### config.mk
export PLATFORM = sky130hd
export DESIGN_NAME = spi_master
export DESIGN_NICKNAME = d
export VERILOG_FILES = /design/src/rtl/spi_master_pkg.sv /design/src/rtl/spi_clk_gen.sv /design/src/rtl/spi_master.sv
export SDC_FILE = /design/constraint.sdc
export NUM_CORES = 1
export LEC_CHECK = 0
export CAP_MARGIN = 25
export CORE_ASPECT_RATIO = 1.5
export CORE_MARGIN = 2
export CORE_UTILIZATION = 48
export DETAILED_ROUTE_END_ITERATION = 8
export GPL_TIMING_DRIVEN = 1
export PLACE_DENSITY = 0.74
export RECOVER_POWER = 25
export SLEW_MARGIN = 20
export SYNTH_ARGS = -nofsm -noshare
export SYNTH_HDL_FRONTEND = slang
export SYNTH_SLANG_ARGS = --single-unit
### constraint.sdc
create_clock -name clk -period 2.1 [get_ports clk]
set_input_delay 0.21 -clock clk [delete_from_list [all_inputs] [get_ports clk]]
set_output_delay 0.21 -clock clk [all_outputs]
set_load 0.01 [all_outputs]
### src/rtl/spi_master_pkg.sv
// Shared types and constants for the single-byte SPI master.
package spi_master_pkg;

    localparam int unsigned DATA_W    = 8;
    localparam int unsigned NUM_EDGES = 2 * DATA_W;
    // Wide enough to count the SCLK edges plus the closing HOLD tick.
    localparam int unsigned EDGE_W    = $clog2(NUM_EDGES + 2);

    typedef enum logic [2:0] {
        StIdle,
        StSetup,
        StTransfer,
        StHold,
        StDone
    } state_e;

endpackage

### src/rtl/spi_clk_gen.sv
// SCLK prescaler and edge counter: emits leading/trailing strobes and the registered SCLK level.
module spi_clk_gen
    import spi_master_pkg::*;
#(
    parameter int unsigned CLK_DIV = 2
) (
    input  logic              clk,
    input  logic              rst,
    input  logic              run_i,
    input  logic              cpol_i,
    output logic              lead_o,
    output logic              trail_o,
    output logic              done_o,
    output logic [EDGE_W-1:0] edge_o,
    output logic              sclk_o
);

    localparam int unsigned   DivW   = (CLK_DIV > 1) ? $clog2(CLK_DIV) : 1;
    localparam logic [DivW-1:0] DivMax = DivW'(CLK_DIV - 1);

    logic [DivW-1:0]   div_q, div_d;
    logic [EDGE_W-1:0] edge_q, edge_d;
    logic              sclk_q, sclk_d;
    logic              tick;
    logic              in_burst;

    always_comb begin
        tick     = run_i && (div_q == DivMax);
        in_burst = edge_q < EDGE_W'(NUM_EDGES);
        // edge_q counts completed edges, so an even count means the next one is leading.
        lead_o   = tick && in_burst && !edge_q[0];
        trail_o  = tick && in_burst && edge_q[0];
        done_o   = tick && !in_burst;

        div_d  = div_q;
        edge_d = edge_q;
        sclk_d = sclk_q;
        if (!run_i) begin
            div_d  = '0;
            edge_d = '0;
            sclk_d = cpol_i;
        end else if (tick) begin
            div_d = '0;
            if (in_burst) begin
                edge_d = edge_q + 1'b1;
                sclk_d = ~sclk_q;
            end
        end else begin
            div_d = div_q + 1'b1;
        end
    end

    always_ff @(posedge clk or negedge rst) begin
        if (!rst) begin
            div_q  <= '0;
            edge_q <= '0;
            sclk_q <= 1'b0;
        end else begin
            div_q  <= div_d;
            edge_q <= edge_d;
            sclk_q <= sclk_d;
        end
    end

    assign edge_o = edge_q;
    assign sclk_o = sclk_q;

endmodule

### src/rtl/spi_master.sv
// Single-byte full-duplex SPI master, all four CPOL/CPHA modes, MSB first, registered outputs.
module spi_master
    import spi_master_pkg::*;
#(
    parameter int unsigned CLK_DIV = 2
) (
    input  logic              clk,
    input  logic              rst,
    input  logic [DATA_W-1:0] datain,
    input  logic              start,
    input  logic              CPOL,
    input  logic              CPHA,
    input  logic              miso,
    output logic              sclk,
    output logic              ss,
    output logic              mosi,
    output logic              finish,
    output logic [DATA_W-1:0] dataout
);

    state_e            state_q, state_d;
    logic [DATA_W-1:0] tx_q, tx_d;
    logic [DATA_W-1:0] rx_q, rx_d;
    logic [DATA_W-1:0] dout_q, dout_d;
    logic              cpol_q, cpol_d;
    logic              cpha_q, cpha_d;
    logic              ss_q, ss_d;
    logic              mosi_q, mosi_d;
    logic              finish_q, finish_d;

    logic              run;
    logic              cpol_sel;
    logic              lead, trail, done;
    logic [EDGE_W-1:0] edge_cnt;
    logic              last_trail;
    logic              sample;

    assign run        = (state_q == StSetup) || (state_q == StTransfer) || (state_q == StHold);
    // SCLK follows the live CPOL input only while idle.
    assign cpol_sel   = (state_q == StIdle) ? CPOL : cpol_q;
    assign last_trail = trail && (edge_cnt == EDGE_W'(NUM_EDGES - 1));

    spi_clk_gen #(
        .CLK_DIV (CLK_DIV)
    ) u_clk_gen (
        .clk     (clk),
        .rst     (rst),
        .run_i   (run),
        .cpol_i  (cpol_sel),
        .lead_o  (lead),
        .trail_o (trail),
        .done_o  (done),
        .edge_o  (edge_cnt),
        .sclk_o  (sclk)
    );

    always_comb begin
        state_d  = state_q;
        tx_d     = tx_q;
        rx_d     = rx_q;
        dout_d   = dout_q;
        cpol_d   = cpol_q;
        cpha_d   = cpha_q;
        ss_d     = ss_q;
        mosi_d   = mosi_q;
        finish_d = 1'b0;

        sample = (lead && !cpha_q) || (trail && cpha_q);
        if (sample) begin
            rx_d = {rx_q[DATA_W-2:0], miso};
        end
        // CPHA=0 already presented the MSB at start, so it shifts on trailing edges except the last.
        if (lead && cpha_q) begin
            mosi_d = tx_q[DATA_W-1];
            tx_d   = tx_q << 1;
        end else if (trail && !cpha_q && !last_trail) begin
            mosi_d = tx_q[DATA_W-2];
            tx_d   = tx_q << 1;
        end

        unique case (state_q)
            StIdle: begin
                ss_d   = 1'b1;
                mosi_d = 1'b0;
                if (start) begin
                    state_d = StSetup;
                    tx_d    = datain;
                    rx_d    = '0;
                    cpol_d  = CPOL;
                    cpha_d  = CPHA;
                    ss_d    = 1'b0;
                    mosi_d  = CPHA ? 1'b0 : datain[DATA_W-1];
                end
            end
            StSetup: begin
                if (lead) begin
                    state_d = StTransfer;
                end
            end
            StTransfer: begin
                if (last_trail) begin
                    state_d = StHold;
                end
            end
            StHold: begin
                if (done) begin
                    state_d  = StDone;
                    ss_d     = 1'b1;
                    finish_d = 1'b1;
                    dout_d   = rx_q;
                end
            end
            StDone: begin
                state_d = StIdle;
                mosi_d  = 1'b0;
            end
            default: begin
                state_d = StIdle;
            end
        endcase
    end

    always_ff @(posedge clk or negedge rst) begin
        if (!rst) begin
            state_q  <= StIdle;
            tx_q     <= '0;
            rx_q     <= '0;
            dout_q   <= '0;
            cpol_q   <= 1'b0;
            cpha_q   <= 1'b0;
            ss_q     <= 1'b1;
            mosi_q   <= 1'b0;
            finish_q <= 1'b0;
        end else begin
            state_q  <= state_d;
            tx_q     <= tx_d;
            rx_q     <= rx_d;
            dout_q   <= dout_d;
            cpol_q   <= cpol_d;
            cpha_q   <= cpha_d;
            ss_q     <= ss_d;
            mosi_q   <= mosi_d;
            finish_q <= finish_d;
        end
    end

    assign ss      = ss_q;
    assign mosi    = mosi_q;
    assign finish  = finish_q;
    assign dataout = dout_q;

endmodule

==> results.md, run 1 <==
* Finished Layout Cells at 238
* DP Cell Count at 229
* Critical path data required time at 2290 ps
* Fin nets at 210
* I/O pin count at 26
* Startpoint types: flip-flop
* Post-DP HPWL at about 2600 um
* Worst R2R Start: u_clk_gen.edge_o[1]$_DFFE_PN0P_
* Worst EP arrival at 2310 ps
* Worst R2R Path Depth at 8
* Rel. slew slack at -35.4%
* R2R Setup Slk at -20 ps
* Worst-Margin Slew at 2030 ps
* Post-synth top area share at 51.1%
* Mapped Area at between 0.0015 and 0.002 mm2
* Initial antenna violation count at 0
* CP delay by family, top: simple AND/OR/NAND/NOR gates
* Post-DRT Antenna Nets at 0
* Initial Util at 50.5%
* Failing checks: capacitance limit, slew limit, setup timing
* Floorplan die height at 80.3 um
* Slew Viols, Final at 40
* Chip width at about 55 um
* Total power at 3270 uW
* Area occupied by multi-input gates at between 800 and 900 um2
* Seq. cell area at 977 um2
* EDFF count, synth at 0
* Synth Flop Type: dfrtp_1
* Slowest cell on crit path: dfrtp_1
* DR pass1 iterations at 4
* Dpl cell area at approximately 0.0022 mm2
* CTS tree: built
* Final setup viols at 7
* Via count at 1275
* Overflow left after global routing at 0
* PnR worst setup slack at -20.2 ps
* Final design area excluding fillers at 0.00231 mm2
* Most frequent cell after synthesis: dfrtp_1
* IR drop worst, VDD at 910 uV
* Reg clk slew, reported paths at 80 ps
* Final wirelength at 3590 um
* H-tree depth at 2
* Crit share post-route at 101%
* Synth-to-Final Area Change at 24.2%
* Endpoints failing hold at 0
* Mapped Cells at 160
* Sink Count at 39
* WHS at 452 ps
* Clock Skew at approximately 6.1 ps
* Pin count of the biggest net entering global routing at 40
* Warnings from Yosys at 0
* First-pass GRT wire length at 6000 um
* Critical path type: flip-flop to flip-flop
* Ys async rst share at 100%
* Total track usage at between 10% and 20%
* Cts bufs inserted at 5
* Antenna diode count at 0
* RSZ-0062 raised after global routing: yes
* CP Buf/Inv Count at 1
* Max Cap Viol at 1
* Root buffer cell: clkbuf_8
* I/O Buffers at 25
* TNS Setup at -96.0 ps
* CP Depth at 8
* Crit-path cells: ha_2 -> and3_4 -> ha_4 -> or3b_4 -> a211o_4 -> buf_12 -> mux2i_1 -> o21ai_1
* LEAKAGE at 0.00104 uW
* Distinct cells, synth at 38
* Crit-path max FO at 7
* Status: complete, but fails checks
* #FFs+latches synth at 39
* Crit path from: u_clk_gen.edge_o[1]$_DFFE_PN0P_
* Crit path capture type: flip-flop
* Die ar. at 0.00440 mm2
* Worst skew pair latency at ~300 ps
* Fillcell total at 300
* Ratio of cells with drive above 1 in the final layout at 22.1%
* Synth cell count leaders: dfrtp_1, mux2i_1, nand2_1
* Final Wtd Congestion at 0.887
* Post-route DRC at 0
* Pwr/cell area at 1420 mW/mm2
* Placement Rows at 27
* Vias in the first global route at 1298
* Clock buffer depth at 2
* R2r endpoint: tx_q[4]$_DFF_PN0_
* Register area share after synthesis at 52.5%
* Synth area leaders: dfrtp_1, mux2i_1, mux2_2
* DR iter-0 viols at 53
* Synthesized Nets at roughly 180
* Fin crit period at 2120 ps
* Fmax at 0.472 GHz
* Wirelength per Cell at 15.1 um
* Vias/cell at 5.36
* Crit path capture: tx_q[4]$_DFF_PN0_
* Mean Syn Cell Area at 11.6 um2
* HP Class: input pin to flip-flop
* Largest area contributor in the netlist: dfrtp_1
* Slowest Stage Delay on Critical Path at just under 400 ps
* Placeable Area at 0.00368 mm2
through the flow:
step,setup WS [ps],utilization [%]
2_1_floorplan,8.35,-
3_3_place_gp,14.7,58.7
3_5_place_dp,-79.1,58.7
4_1_cts,-54.9,62.5
5_1_grt,-115,62.8
6_report,-20.2,62.8
metal layers:
layer	GRT usage, %	wire length (um)
met5	0	0
met4	8.75	87
met3	5.95	206
met2	30.2	1830
met1	24.5	1460
worst min-delay path by stage:
stage	start	end	slack, ps	cells past startpoint
2_1_floorplan	rst	cpha_q$_DFFE_PN0P_	-90	0
3_3_place_gp	rst	tx_q[1]$_DFF_PN0_	350	1
3_5_place_dp	rst	mosi$_DFFE_PN0P_	360	1
4_1_cts	rst	tx_q[3]$_DFF_PN0_	40	1
5_1_grt	datain[2]	tx_q[2]$_DFF_PN0_	490	3
6_report	datain[3]	tx_q[3]$_DFF_PN0_	450	3
flip-flops by register name, indices dropped and copies added, names as in the netlist:
name / flops
cpha_q: 1
ss: 1
u_clk_gen.edge_o: 5
u_clk_gen.div_q: 1
dataout: 8
state_q: 3
finish: 1
tx_q: 8
u_clk_gen.sclk_o: 1
cpol_q: 1
rx_q: 8
mosi: 1
where the power goes:
part	internal [uW]	switching, uW
Sequential	1060	257
Clock	354	258
Combinational	739	608
Total	2150	1120
cells in the final DEF, fill, tap and decap left out, types with 2 or more instances in the layout:
cell	instances
dfrtp_1	38
clkdlybuf4s50_1	24
mux2i_1	16
nand2_1	15
nor2_1	14
mux2_2	10
buf_4	9
inv_1	7
o21ai_1	7
a21oi_1	6
clkbuf_8	5
o21ai_0	4
xor2_1	3
nor2b_1	3
nand2b_1	2
nand4_1	2
xnor2_1	2
clkbuf_1	2
worst reg2reg max path, stage by stage (launching register included):
cell and delay [ps]:
dfrtp_1 390, ha_2 190, and3_4 180, ha_4 150
or3b_4 360, a211o_4 360, buf_12 150, mux2i_1 160
o21ai_1 70
area by class of cell:
type,instances,share of cell area [%]
sequential,39,42.3
tap,43,2.33
clock inverter,2,1.62
multi-input combinational,105,34.7
inverter,7,1.14
clock buffer,6,3.14
timing repair buffer,36,14.8
kinds of logic after synthesis:
| logic type | share of synthesized area, % |
|---|---|
| AND/OR/NAND/NOR | 14.3 |
| multiplexers | 14.7 |
| AO/OA/AOI/OAI | 8.68 |
| adder cells (fa/ha/maj) | 1.34 |
| XOR/XNOR | 2.35 |
| flip-flops | 52.5 |
| buffers and inverters | 6.12 |
timing repair:
item,CTS,global route
setup endpoints to repair,8,9
buffers inserted,1,0
resized for setup,11,2
pin swaps,5,4
hold buffers,0,0
(Power assumes the default switching activity.)
==> run 2, diff against run 1 <==
Settings changed: SETUP_SLACK_MARGIN from default to 0.05, SLEW_MARGIN 20 to default.
==> run 2 against run 1 <==
The flow finishes with violations (capacitance limit, slew limit). Critical path depth is the same. Fmax grew 2.5%. Routed wire length grew 0.53%. Count of clock-buffer cells in the layout is the same. Via count is the same. Worst setup slack gained 51 ps. Die area is the same. Hold slack gained 1.7 ps. Final cell count is the same. First-iteration DRC count shrank 60%. Global-route usage is essentially flat. Register-to-register slack gained 50 ps. Largest cell class unchanged. Largest power group unchanged.
==> results.md, run 2 (synthesis gave the netlist of run 1 again) <==
* CP delay by family, top: simple AND/OR/NAND/NOR gates
* DP Cell Count at 228
* Highest metal used: met4
* Post-DRT Antenna Nets at 0
* First-pass GRT wire length at 6130 um
* Post-route DRC at 0
* Root buffer cell: clkbuf_8
* Crit share post-route at a little over nine tenths
* Pwr/cell area at 1410 mW/mm2
* R2r endpoint: tx_q[6]$_DFF_PN0_
* IR drop worst, VDD at 935 uV
* TNS Setup at 0 ps
* Chip width at 54.8 um
* Fin crit period at between 2000 and 2500 ps
* Rel. slew slack at -33.8%
* Worst-Margin Slew at 2010 ps
* DR iter-0 viols at 21
* Comb pwr share at 41.3%
* H-tree depth at 2
* CTS tree: built
* Cts bufs inserted at 5
* CP Buf/Inv Count at 1
* Overflow left after global routing at 0
* Max Cap Viol at 1
* Clock Skew at 11.1 ps
* Met1 WL at approximately 1500 um
* I/O Buffers at 25
* Floorplan die height at between 80 and 90 um
* Worst Hold End: tx_q[4]$_DFF_PN0_
* Die ar. at between 0.004 and 0.005 mm2
* Met2 wire length at around 1900 um
* Wirelength per Cell at 15.1 um
* CTS Hold Bufs at 0
* Worst EP arrival at 2260 ps
* Endpoints failing hold at 0
* Fin nets at 210
* WHS Path Cells at 3
* Vias/cell at 5.36
* Metal3 WL at 135 um
* HP Start: datain[4]
* Final design area excluding fillers at between 0.002 and 0.0025 mm2
* Critical path type: flip-flop to flip-flop
* HP Class: input pin to flip-flop
* Most common cell after layout, fill and taps aside: dfrtp_1
* Clock buffer depth at 2
* Sink Count at 39
* Synth-to-Final Area Change at 23.4%
* Post-DP HPWL at 2660 um
* Initial antenna violation count at 0
* Placeable Area at 0.00368 mm2
* Switching power at roughly 1100 uW
* R2R Setup Slk at 30 ps
* PnR worst setup slack at 30.6 ps
* Pin count of the biggest net entering global routing at 40
* DR pass1 iterations at 4
* Crit-path cells: ha_2 -> and3_4 -> ha_4 -> or3b_1 -> a211o_1 -> buf_12 -> mux2i_1 -> o21ai_1
* LEAKAGE at 0.00104 uW
* I/O pin count at 26
* Most frequent cells in the layout: dfrtp_1, clkdlybuf4s50_1, mux2i_1, nand2_1, nor2_1
* Placement Rows at 27
* Slew Viols, Final at 40
* Initial Util at 50.5%
* Crit path capture type: flip-flop
* Fmax at just under 0.5 GHz
* Worst skew pair latency at 290 ps
* Final wirelength at around 3600 um
* Finished Layout Cells at 238
* Antenna diode count at 0
* Final setup viols at 0
* Startpoint types: flip-flop
* Crit-path max FO at 8
* Worst R2R Path Depth at 8
* Clock power frac at 18.8%
* Fin util at 62.4%
* Dpl cell area at ~0.0022 mm2
* Dpl ws at 8.69 ps
* Worst R2R Start: u_clk_gen.edge_o[1]$_DFFE_PN0P_
* Sw Ratio at 34.3%
* Via count at 1275
* Ratio of cells with drive above 1 in the final layout at roughly a fifth
* Flop pwr share at 39.9%
* Status: complete, but fails checks
* Total track usage at 19.5%
* Pint at 2130 uW
* Vias in the first global route at 1319
* Slowest cell on crit path: dfrtp_1
* RSZ-0062 raised after global routing: yes
* Failing checks: capacitance limit, slew limit
* Reg clk slew, reported paths at 80 ps
* Final Wtd Congestion at between 0.7 and 0.8
* Slowest Stage Delay on Critical Path at 390 ps
* Critical path data required time at 2290 ps
## run 2: layout make-up
type / instances / area, um2
clock buffer: 6 / 72.6
clock inverter: 2 / 37.5
fill: 295 / 1390
inverter: 7 / 26.3
multi-input combinational: 105 / 790
sequential: 39 / 977
tap: 43 / 53.8
timing repair buffer: 36 / 339
## run 2: per-layer routing
metal / up-vias / track usage (%)
met1: 634 / 24.0
li1: 613 / -
met5: - / 0
met2: 22 / 31.9
met3: 6 / 4.65
met4: 0 / 7.75
## run 2: worst register-to-register path, cell delays in order (launching register included)
cell and delay [ps]:
dfrtp_1 390, ha_2 190, and3_4 180, ha_4 150, or3b_1 340, a211o_1 320
buf_12 160, mux2i_1 150, o21ai_1 80
## run 2: metrics by stage
step                hold WS (ps)  total power (uW)
floorplan                  -85.6              2210
global placement             349              2510
detailed placement           369              2610
CTS                         45.6              3250
global route                 468              3460
finish                       454              3240
## run 2: worst max-delay path by stage
stage / depth (start not counted) / end / from
6_report: 8 / tx_q[6]$_DFF_PN0_ / u_clk_gen.edge_o[1]$_DFFE_PN0P_
5_1_grt: 8 / tx_q[6]$_DFF_PN0_ / u_clk_gen.edge_o[1]$_DFFE_PN0P_
4_1_cts: 8 / tx_q[6]$_DFF_PN0_ / u_clk_gen.edge_o[1]$_DFFE_PN0P_
3_5_place_dp: 8 / tx_q[2]$_DFF_PN0_ / u_clk_gen.edge_o[1]$_DFFE_PN0P_
3_3_place_gp: 8 / tx_q[7]$_DFF_PN0_ / u_clk_gen.edge_o[1]$_DFFE_PN0P_
2_1_floorplan: 8 / mosi$_DFFE_PN0P_ / u_clk_gen.edge_o[1]$_DFFE_PN0P_
## run 2: timing repair
action,CTS,global route
pin swaps,1,0
gates resized for setup,6,3
setup endpoints to repair,7,9
buffers inserted,1,1
## run 2: power by group through the flow
stage | logic (uW) | registers (uW) | clock network, uW
CTS | 1330 | 1300 | 623
global placement | 1230 | 1280 | 0
detailed placement | 1300 | 1310 | 0
floorplan | 954 | 1260 | 0
global route | 1470 | 1340 | 656
finish | 1340 | 1290 | 609
